### config.mk
export PLATFORM = sky130hd
export DESIGN_NAME = bip_exec_controller
export DESIGN_NICKNAME = d
export VERILOG_FILES = /design/src/rtl/bip_defs.sv /design/src/rtl/sat_counter.sv /design/src/rtl/bip_exec_controller.sv
export SDC_FILE = /design/constraint.sdc
export NUM_CORES = 1
export LEC_CHECK = 0
export ABC_CLOCK_PERIOD_IN_PS = 2560
export BUFFER_PORTS_ARGS = -buffer_cell sky130_fd_sc_hd__buf_2
export CORE_MARGIN = 2
export CORE_UTILIZATION = 52
export DETAILED_ROUTE_END_ITERATION = 10
export PLACE_DENSITY = 0.79
export REMOVE_ABC_BUFFERS = 1
export SYNTH_ARGS = -nofsm -noshare
export SYNTH_HDL_FRONTEND = slang
export SYNTH_SLANG_ARGS = --single-unit
### constraint.sdc
create_clock -name i_clock -period 2.56 [get_ports i_clock]
set_clock_uncertainty 0.2 [all_clocks]
set_input_delay 0.64 -clock i_clock [delete_from_list [all_inputs] [get_ports i_clock]]
set_output_delay 0.64 -clock i_clock [all_outputs]
set_load 0.02 [all_outputs]
### src/rtl/bip_defs.sv
// -----------------------------------------------------------------------------
// bip_defs
// Shared definitions for the BIP accumulator CPU run-control logic.
//   - Opcode encodings. The instruction decoder uses the same table.
//   - Run-control state encodings. The encoding is binary and registered.
//   - A small helper that reports whether a state enables the datapath.
// -----------------------------------------------------------------------------
package bip_defs;

    localparam int NB_OPCODE_DEF = 5;

    // Opcode table. Any value outside this table executes as a plain
    // instruction: the controller counts it and does not halt on it.
    localparam logic [NB_OPCODE_DEF-1:0] OP_HALT  = 5'b00000;
    localparam logic [NB_OPCODE_DEF-1:0] OP_STORE = 5'b00001;
    localparam logic [NB_OPCODE_DEF-1:0] OP_LOAD  = 5'b00010;
    localparam logic [NB_OPCODE_DEF-1:0] OP_LOADI = 5'b00011;
    localparam logic [NB_OPCODE_DEF-1:0] OP_ADD   = 5'b00100;
    localparam logic [NB_OPCODE_DEF-1:0] OP_ADDI  = 5'b00101;
    localparam logic [NB_OPCODE_DEF-1:0] OP_SUB   = 5'b00110;
    localparam logic [NB_OPCODE_DEF-1:0] OP_SUBI  = 5'b00111;

    // CLEARING is a separate state value. It lasts exactly one cycle,
    // between HALTED and IDLE.
    typedef enum logic [2:0] {
        ST_IDLE      = 3'd0,
        ST_RUN       = 3'd1,
        ST_STEP_WAIT = 3'd2,
        ST_STEP_EXEC = 3'd3,
        ST_HALTED    = 3'd4,
        ST_CLEARING  = 3'd5
    } state_t;

    // The datapath advances only in the states that execute an instruction.
    function automatic logic is_exec_state(input state_t s);
        return (s == ST_RUN) || (s == ST_STEP_EXEC);
    endfunction

endpackage

### src/rtl/sat_counter.sv
// -----------------------------------------------------------------------------
// sat_counter
// Up-counter that saturates at all-ones and never wraps.
//   i_clock  : clock, rising edge
//   i_reset  : synchronous active-high reset to zero
//   i_clear  : synchronous clear to zero. It takes priority over i_inc.
//   i_inc    : add one this cycle, unless already saturated
//   o_count  : current count
// -----------------------------------------------------------------------------
module sat_counter #(
    parameter int NB = 16
) (
    input  logic          i_clock,
    input  logic          i_reset,
    input  logic          i_clear,
    input  logic          i_inc,
    output logic [NB-1:0] o_count
);

    logic [NB-1:0] count_reg;
    logic [NB-1:0] count_next;
    logic          at_max;

    assign at_max = &count_reg;

    always_comb begin
        count_next = count_reg;
        if (i_clear) begin
            count_next = '0;
        end else if (i_inc && !at_max) begin
            count_next = count_reg + 1'b1;
        end
    end

    always_ff @(posedge i_clock) begin
        if (i_reset) begin
            count_reg <= '0;
        end else begin
            count_reg <= count_next;
        end
    end

    assign o_count = count_reg;

endmodule

### src/rtl/bip_exec_controller.sv
// -----------------------------------------------------------------------------
// bip_exec_controller
// Run-control sequencer for the single-cycle BIP accumulator CPU. It gates the
// CPU-wide enable, so the program runs free or one instruction per step. It
// stops on the HALT opcode or on an abort, and it keeps the cycle and
// instruction counters for the debug unit.
//
// Ports:
//   i_clock        : clock, rising edge
//   i_reset        : synchronous active-high reset
//   i_start        : pulse. Starts execution from IDLE.
//   i_mode_step    : sampled with i_start. 1 = step mode, 0 = run mode.
//   i_step         : pulse. Executes one instruction, in STEP_WAIT only.
//   i_abort        : pulse. Stops from RUN, STEP_WAIT or STEP_EXEC.
//   i_clear        : pulse. From HALTED, clears the CPU and returns to IDLE.
//   i_opcode       : opcode of the instruction at the current PC
//   o_cpu_enb      : datapath enable (PC and accumulator write enables)
//   o_cpu_clear    : one-cycle synchronous clear of the PC and accumulator
//   o_running      : high in RUN, STEP_WAIT and STEP_EXEC
//   o_halted       : high in HALTED
//   o_cycle_count  : enabled cycles since the last clear, HALT cycle included
//   o_instr_count  : retired non-HALT instructions since the last clear
// -----------------------------------------------------------------------------
module bip_exec_controller
    import bip_defs::*;
#(
    parameter int NB_OPCODE = 5,
    parameter int NB_COUNT  = 16
) (
    input  logic                 i_clock,
    input  logic                 i_reset,
    input  logic                 i_start,
    input  logic                 i_mode_step,
    input  logic                 i_step,
    input  logic                 i_abort,
    input  logic                 i_clear,
    input  logic [NB_OPCODE-1:0] i_opcode,
    output logic                 o_cpu_enb,
    output logic                 o_cpu_clear,
    output logic                 o_running,
    output logic                 o_halted,
    output logic [NB_COUNT-1:0]  o_cycle_count,
    output logic [NB_COUNT-1:0]  o_instr_count
);

    localparam logic [NB_OPCODE-1:0] HALT_CODE = NB_OPCODE'(OP_HALT);

    state_t state_reg;
    state_t state_next;
    logic   is_halt_op;
    logic   exec_cycle;
    logic   cnt_clear;

    assign is_halt_op = (i_opcode == HALT_CODE);

    // State register
    always_ff @(posedge i_clock) begin
        if (i_reset) begin
            state_reg <= ST_IDLE;
        end else begin
            state_reg <= state_next;
        end
    end

    // Next-state logic. An abort outranks a HALT opcode, and a HALT opcode
    // outranks step and start. A step pulse that arrives outside STEP_WAIT
    // is dropped, not queued.
    always_comb begin
        state_next = state_reg;
        case (state_reg)
            ST_IDLE: begin
                if (i_start) begin
                    state_next = i_mode_step ? ST_STEP_WAIT : ST_RUN;
                end
            end
            ST_RUN: begin
                if (i_abort || is_halt_op) begin
                    state_next = ST_HALTED;
                end
            end
            ST_STEP_WAIT: begin
                if (i_abort) begin
                    state_next = ST_HALTED;
                end else if (i_step) begin
                    state_next = ST_STEP_EXEC;
                end
            end
            ST_STEP_EXEC: begin
                if (i_abort || is_halt_op) begin
                    state_next = ST_HALTED;
                end else begin
                    state_next = ST_STEP_WAIT;
                end
            end
            ST_HALTED: begin
                if (i_clear) begin
                    state_next = ST_CLEARING;
                end
            end
            ST_CLEARING: begin
                state_next = ST_IDLE;
            end
            default: begin
                state_next = ST_IDLE;
            end
        endcase
    end

    // Moore outputs, decoded from the registered state only
    always_comb begin
        exec_cycle  = is_exec_state(state_reg);
        o_cpu_enb   = exec_cycle;
        o_cpu_clear = (state_reg == ST_CLEARING);
        o_running   = (state_reg == ST_RUN) || (state_reg == ST_STEP_WAIT) ||
                      (state_reg == ST_STEP_EXEC);
        o_halted    = (state_reg == ST_HALTED);
    end

    // Clear the counters on the edge that enters CLEARING, so they already
    // read zero while o_cpu_clear is high. Holding the clear through
    // CLEARING keeps them at zero into IDLE.
    assign cnt_clear = ((state_reg == ST_HALTED) && i_clear) ||
                       (state_reg == ST_CLEARING);

    sat_counter #(
        .NB (NB_COUNT)
    ) u_cycle_counter (
        .i_clock (i_clock),
        .i_reset (i_reset),
        .i_clear (cnt_clear),
        .i_inc   (exec_cycle),
        .o_count (o_cycle_count)
    );

    sat_counter #(
        .NB (NB_COUNT)
    ) u_instr_counter (
        .i_clock (i_clock),
        .i_reset (i_reset),
        .i_clear (cnt_clear),
        .i_inc   (exec_cycle && !is_halt_op),
        .o_count (o_instr_count)
    );

endmodule

# Word-level counts from Yosys, hierarchy flattened

Index checks and enable logic that the tools add are counted.

Output and inout port bits: 36
Word-level logic and storage cells: 40
Register bits: 35
Input bits: 12

Equality and inequality tests: 9
$add $sub $neg: 2
Reductions and logical operators: 18
Mux-type cells: 8

Operators by type and width:

| cell                                                 | count |
|---|---|
| adder 16 x 1 -> 16 bit (second input constant)       | 2 |
| AND reduction 16 bit                                 | 2 |
| 2-to-1 mux 3 bit                                     | 6 |
| case mux 3 bit (5 select lines)                      | 1 |
| equality test 3 x 2 -> 1 bit (second input constant) | 2 |
| equality test 3 bit (second input constant)          | 2 |
| inequality test 2 bit (second input constant)        | 3 |
| logical NOT 5 bit                                    | 1 |
| logical OR 1 bit                                     | 5 |
| logical AND 1 bit                                    | 4 |
| AND reduction 4 bit                                  | 1 |
| equality test 3 x 1 -> 1 bit (second input constant) | 1 |
| logical NOT 1 bit                                    | 3 |
| logical NOT 3 bit                                    | 1 |
| inequality test 3 bit (second input constant)        | 1 |
| 2-to-1 mux 2 bit                                     | 1 |
| OR reduction 2 bit                                   | 1 |

# Longest topological paths before layout

Word-level depth: 4
Gate-level depth with buffers: 6
Mapped depth without buffers: 6

# By module

A second synthesis with hierarchy kept.

Cells, all modules: 258
Area, all modules: 2159.6 sq um

By module, submodules not included:

| module              | cells each | area each (sq um) | seq. area each (sq um) | times used |
|---|---|---|---|---|
| sat_counter         | 110        | 924.6             | 320.3                  | 2 |
| bip_exec_controller | 38         | 310.3             | 60.1                   | 1 |

# Worst setup path before layout

OpenSTA, ideal clock, no wires.

Path kind: input-to-reg
Start: input port i_opcode[0]
End: register u_instr_counter.count_reg[8], in the netlist u_instr_counter.o_count[8]
Path buffers: 0
Stages: 5
Library setup time: 0.115 ns
Required time: 2.245 ns
Slack: 0.360 ns
Arrival: 1.886 ns
Cells stage by stage: or4_1 o211ai_1 nor3_1 xnor2_1 nor2_1

Word-level cells in the longest chain between the ends: 4

RTL lines:

| item                 | RTL line                   | source |
|---|---|---|
| start, declared      | bip_exec_controller.sv:37  | `input logic [NB_OPCODE-1:0] i_opcode,` |
| logical NOT 5 bit    | bip_exec_controller.sv:54  | `assign is_halt_op = (i_opcode == HALT_CODE);` |
| logical NOT 1 bit    | bip_exec_controller.sv:141 | `.i_inc (exec_cycle && !is_halt_op),` |
| logical AND 1 bit    | bip_exec_controller.sv:141 |  |
| logical AND 1 bit    | sat_counter.sv:30          | `end else if (i_inc && !at_max) begin` |
| end signal, assigned | sat_counter.sv:39          | `count_reg <= count_next;` |
| end, declared        | sat_counter.sv:20          | `logic [NB-1:0] count_reg;` |

Every way passes these cells.
A chain may end at the register's enable or synchronous reset.

# Final worst setup path

Start: register state_reg[2]
End: output port o_cpu_enb

Word-level cells in the longest chain between the ends: 2
Elaborated cells between the ends (all ways): 3
Those cells by class: eq/ne (2); reduce/logical (1)

RTL lines:

| item                                                                                | RTL line                  | source |
|---|---|---|
| start, declared                                                                     | bip_exec_controller.sv:48 | `state_t state_reg;` |
| start signal, assigned                                                              | bip_exec_controller.sv:61 | `state_reg <= state_next;` |
| equality test 3 x 1 -> 1 bit / equality test 3 x 2 -> 1 bit (equally long branches) | bip_defs.sv:36            | `return (s == ST_RUN) \|\| (s == ST_STEP_EXEC);` |
| logical OR 1 bit *                                                                  | bip_defs.sv:36            |  |
| end, declared                                                                       | bip_exec_controller.sv:38 | `output logic o_cpu_enb,` |

Mark *: on every way between the ends. The rest lies on a longest branch, timed or not.

==> metrics <==
outcome finished clean; via count 1,699; GR met2 Demand/Resource 0.340; DP Wirelength between 2000 and 3000 um; Power, Total 1.41 mW; Die W roughly 64 um; Post-synth EDFFs 0; vias in the first global route 1,552; Mapped Area 1870 sq um; hold_buf cts 0; Clock Sinks 35; gr ovfl total 0; htree depth 2; routed len/inst around 12 um; CTS tree done; Crit path required time 1720 ps; final wirelength about 3700 um; CP Max Fanout 12; storage element area 701 sq um; cts bufs inserted 5; PwrDens between 600 and 700 nW/um^2; RSZ-0062 raised after global routing no; worst hold path class input pin to flop; critical setup path kind flop to output port; largest net degree at the start of global routing 33; clock insertion delay at the later pin of the skew report 330 ps; largest cells by area after synthesis dfxtp_1 (38%), xnor2_1 (10%), nor2_1 (7.6%); fin crit period 2300 ps; dpl cell area between 2000 and 2500 sq um; clock transition at the registers of the reported paths around 100 ps; Rows 21; Period Utilization, post-route 0.899; Post-CTS Repair Setup Buffers 0; # IOs between 40 and 50; distinct cell type count after synthesis 45; global-route wire length before repair 6600 um; clock tree buffer depth 2; Tightest Pin Transition between 500 and 600 ps; Max VDD drop 0.628 mV; syn avg cell area 8.52 sq um; share of the synthesized area in the top cell type 0.375; fin area 2180 sq um; Diodes inserted 0; R2R depth 6; f_max 435 MHz; count leader, synth nor2_1; Synth async-reset ratio 0; Syn-to-layout area delta 17.0%; element type at the critical path start flop; Die Area between 4000 and 5000 sq um; WP data arrival approximately 1500 ps; Pins Over Slew Limit 0; WHS Path Cells 2; cell taking the most area after synthesis dfxtp_1; post-route setup TNS 0 ps; top_reg_cell synth dfxtp_1; final setup margin 259 ps; Min Hold Slack ~300 ps; YS warnings 0; ANT nets after route 0; Final Setup Violations 0; initial antenna violation count 0; overall routing resource usage 0.203; TritonRoute pass-1 iters 4; Placement Setup Slack about 230 ps; area of the multi-input gates 1100 sq um; DRT iter0 DRCs 113; Layout Nets 283; Seq/Total Area, Yosys 0.375; gr busiest metal met2; Via density 5.41; Core ar. between 3000 and 4000 sq um; Final Hold Violating Endpoints 0; Initial Utilization 0.551; Yosys reg bits 35; layout cells sized above 1 0.261; Placer Congestion just over 0.8; top cell types by occurrence after synthesis nor2_1 (38), dfxtp_1 (35), xnor2_1 (22); Crit. End Element output port; final-layout fill cell count 309; die height ~64 um; Lkg Pwr 0.878 nW; Syn Inst Count roughly 220; CTS root buffer clkbuf_4; Residual DRC 0; max-cap violations 0; # resized after CTS 0; grt met3 use 0.0370; Relative slew margins 0.606; port buffer count 47; met1 usage 0.248
==> logic make-up after synthesis <==
group                    Yosys count  synth area share
adder cells (fa/ha/maj)            2            0.0134
AND/OR/NAND/NOR                  120             0.365
flip-flops                        35             0.375
XOR/XNOR                          25             0.117
buffers and inverters             12            0.0349
multiplexers                       2            0.0107
AO/OA/AOI/OAI                     23            0.0838
==> area by class of cell <==
class                      count  area share
multi-input combinational    172       0.506
sequential                    35       0.321
timing repair buffer          51       0.121
tap                           46      0.0263
clock buffer                   6      0.0189
inverter                       4     0.00687
==> per-layer routing <==
layer,vias up,share of wire
met5,-,0
met4,0,0.021
met3,8,0.035
met2,41,0.46
met1,760,0.48
li1,890,-
==> cell usage in the layout (no fill, tap or decap), types with 2 or more instances in the layout <==
master / count
nand2b_1: 3
or3_1: 3
xor2_1: 3
ha_1: 2
nor4b_1: 4
nand2_1: 15
nor4_4: 2
xnor2_1: 22
nor3_1: 18
inv_1: 4
nor2_2: 3
a21oi_1: 5
dfxtp_1: 35
o21ai_0: 6
o211ai_1: 3
buf_4: 4
nand4_2: 2
buf_2: 47
nand3_1: 6
mux2i_1: 2
nor4_1: 8
nor2_1: 38
nand4_1: 5
clkbuf_4: 5
==> worst paths after layout <==
check | from | to | slack [ps]
worst min register to register | u_cycle_counter.o_count[1]$_SDFFE_PP0P_ | u_cycle_counter.o_count[1]$_SDFFE_PP0P_ | 340
worst min-delay path | i_reset | state_reg[1]$_SDFFE_PP0P_ | 300
worst max-delay path | state_reg[2]$_SDFFE_PP0P_ | o_cpu_enb | 260
worst max register to register | u_instr_counter.o_count[0]$_SDFFE_PP0P_ | u_instr_counter.o_count[0]$_SDFFE_PP0P_ | 440
==> power breakdown <==
part / total [mW] / internal (mW) / switching [mW] / leakage (nW)
Combinational: 0.474 / 0.196 / 0.278 / 0.572
Clock: 0.270 / 0.0977 / 0.173 / 0.0242
Sequential: 0.663 / 0.586 / 0.0764 / 0.283
==> metrics by stage <==
stage,std cells,util
floorplan,211,-
global placement,308,0.632
detailed placement,308,0.632
CTS,314,0.645
global route,314,0.645
finish,314,0.645
==> worst max-delay path: stages, from the launching register on <==
cell	delay [ps]
dfxtp_1	560
nand2b_4	280
inv_1	110
buf_2	170
(Power assumes the default switching activity.)
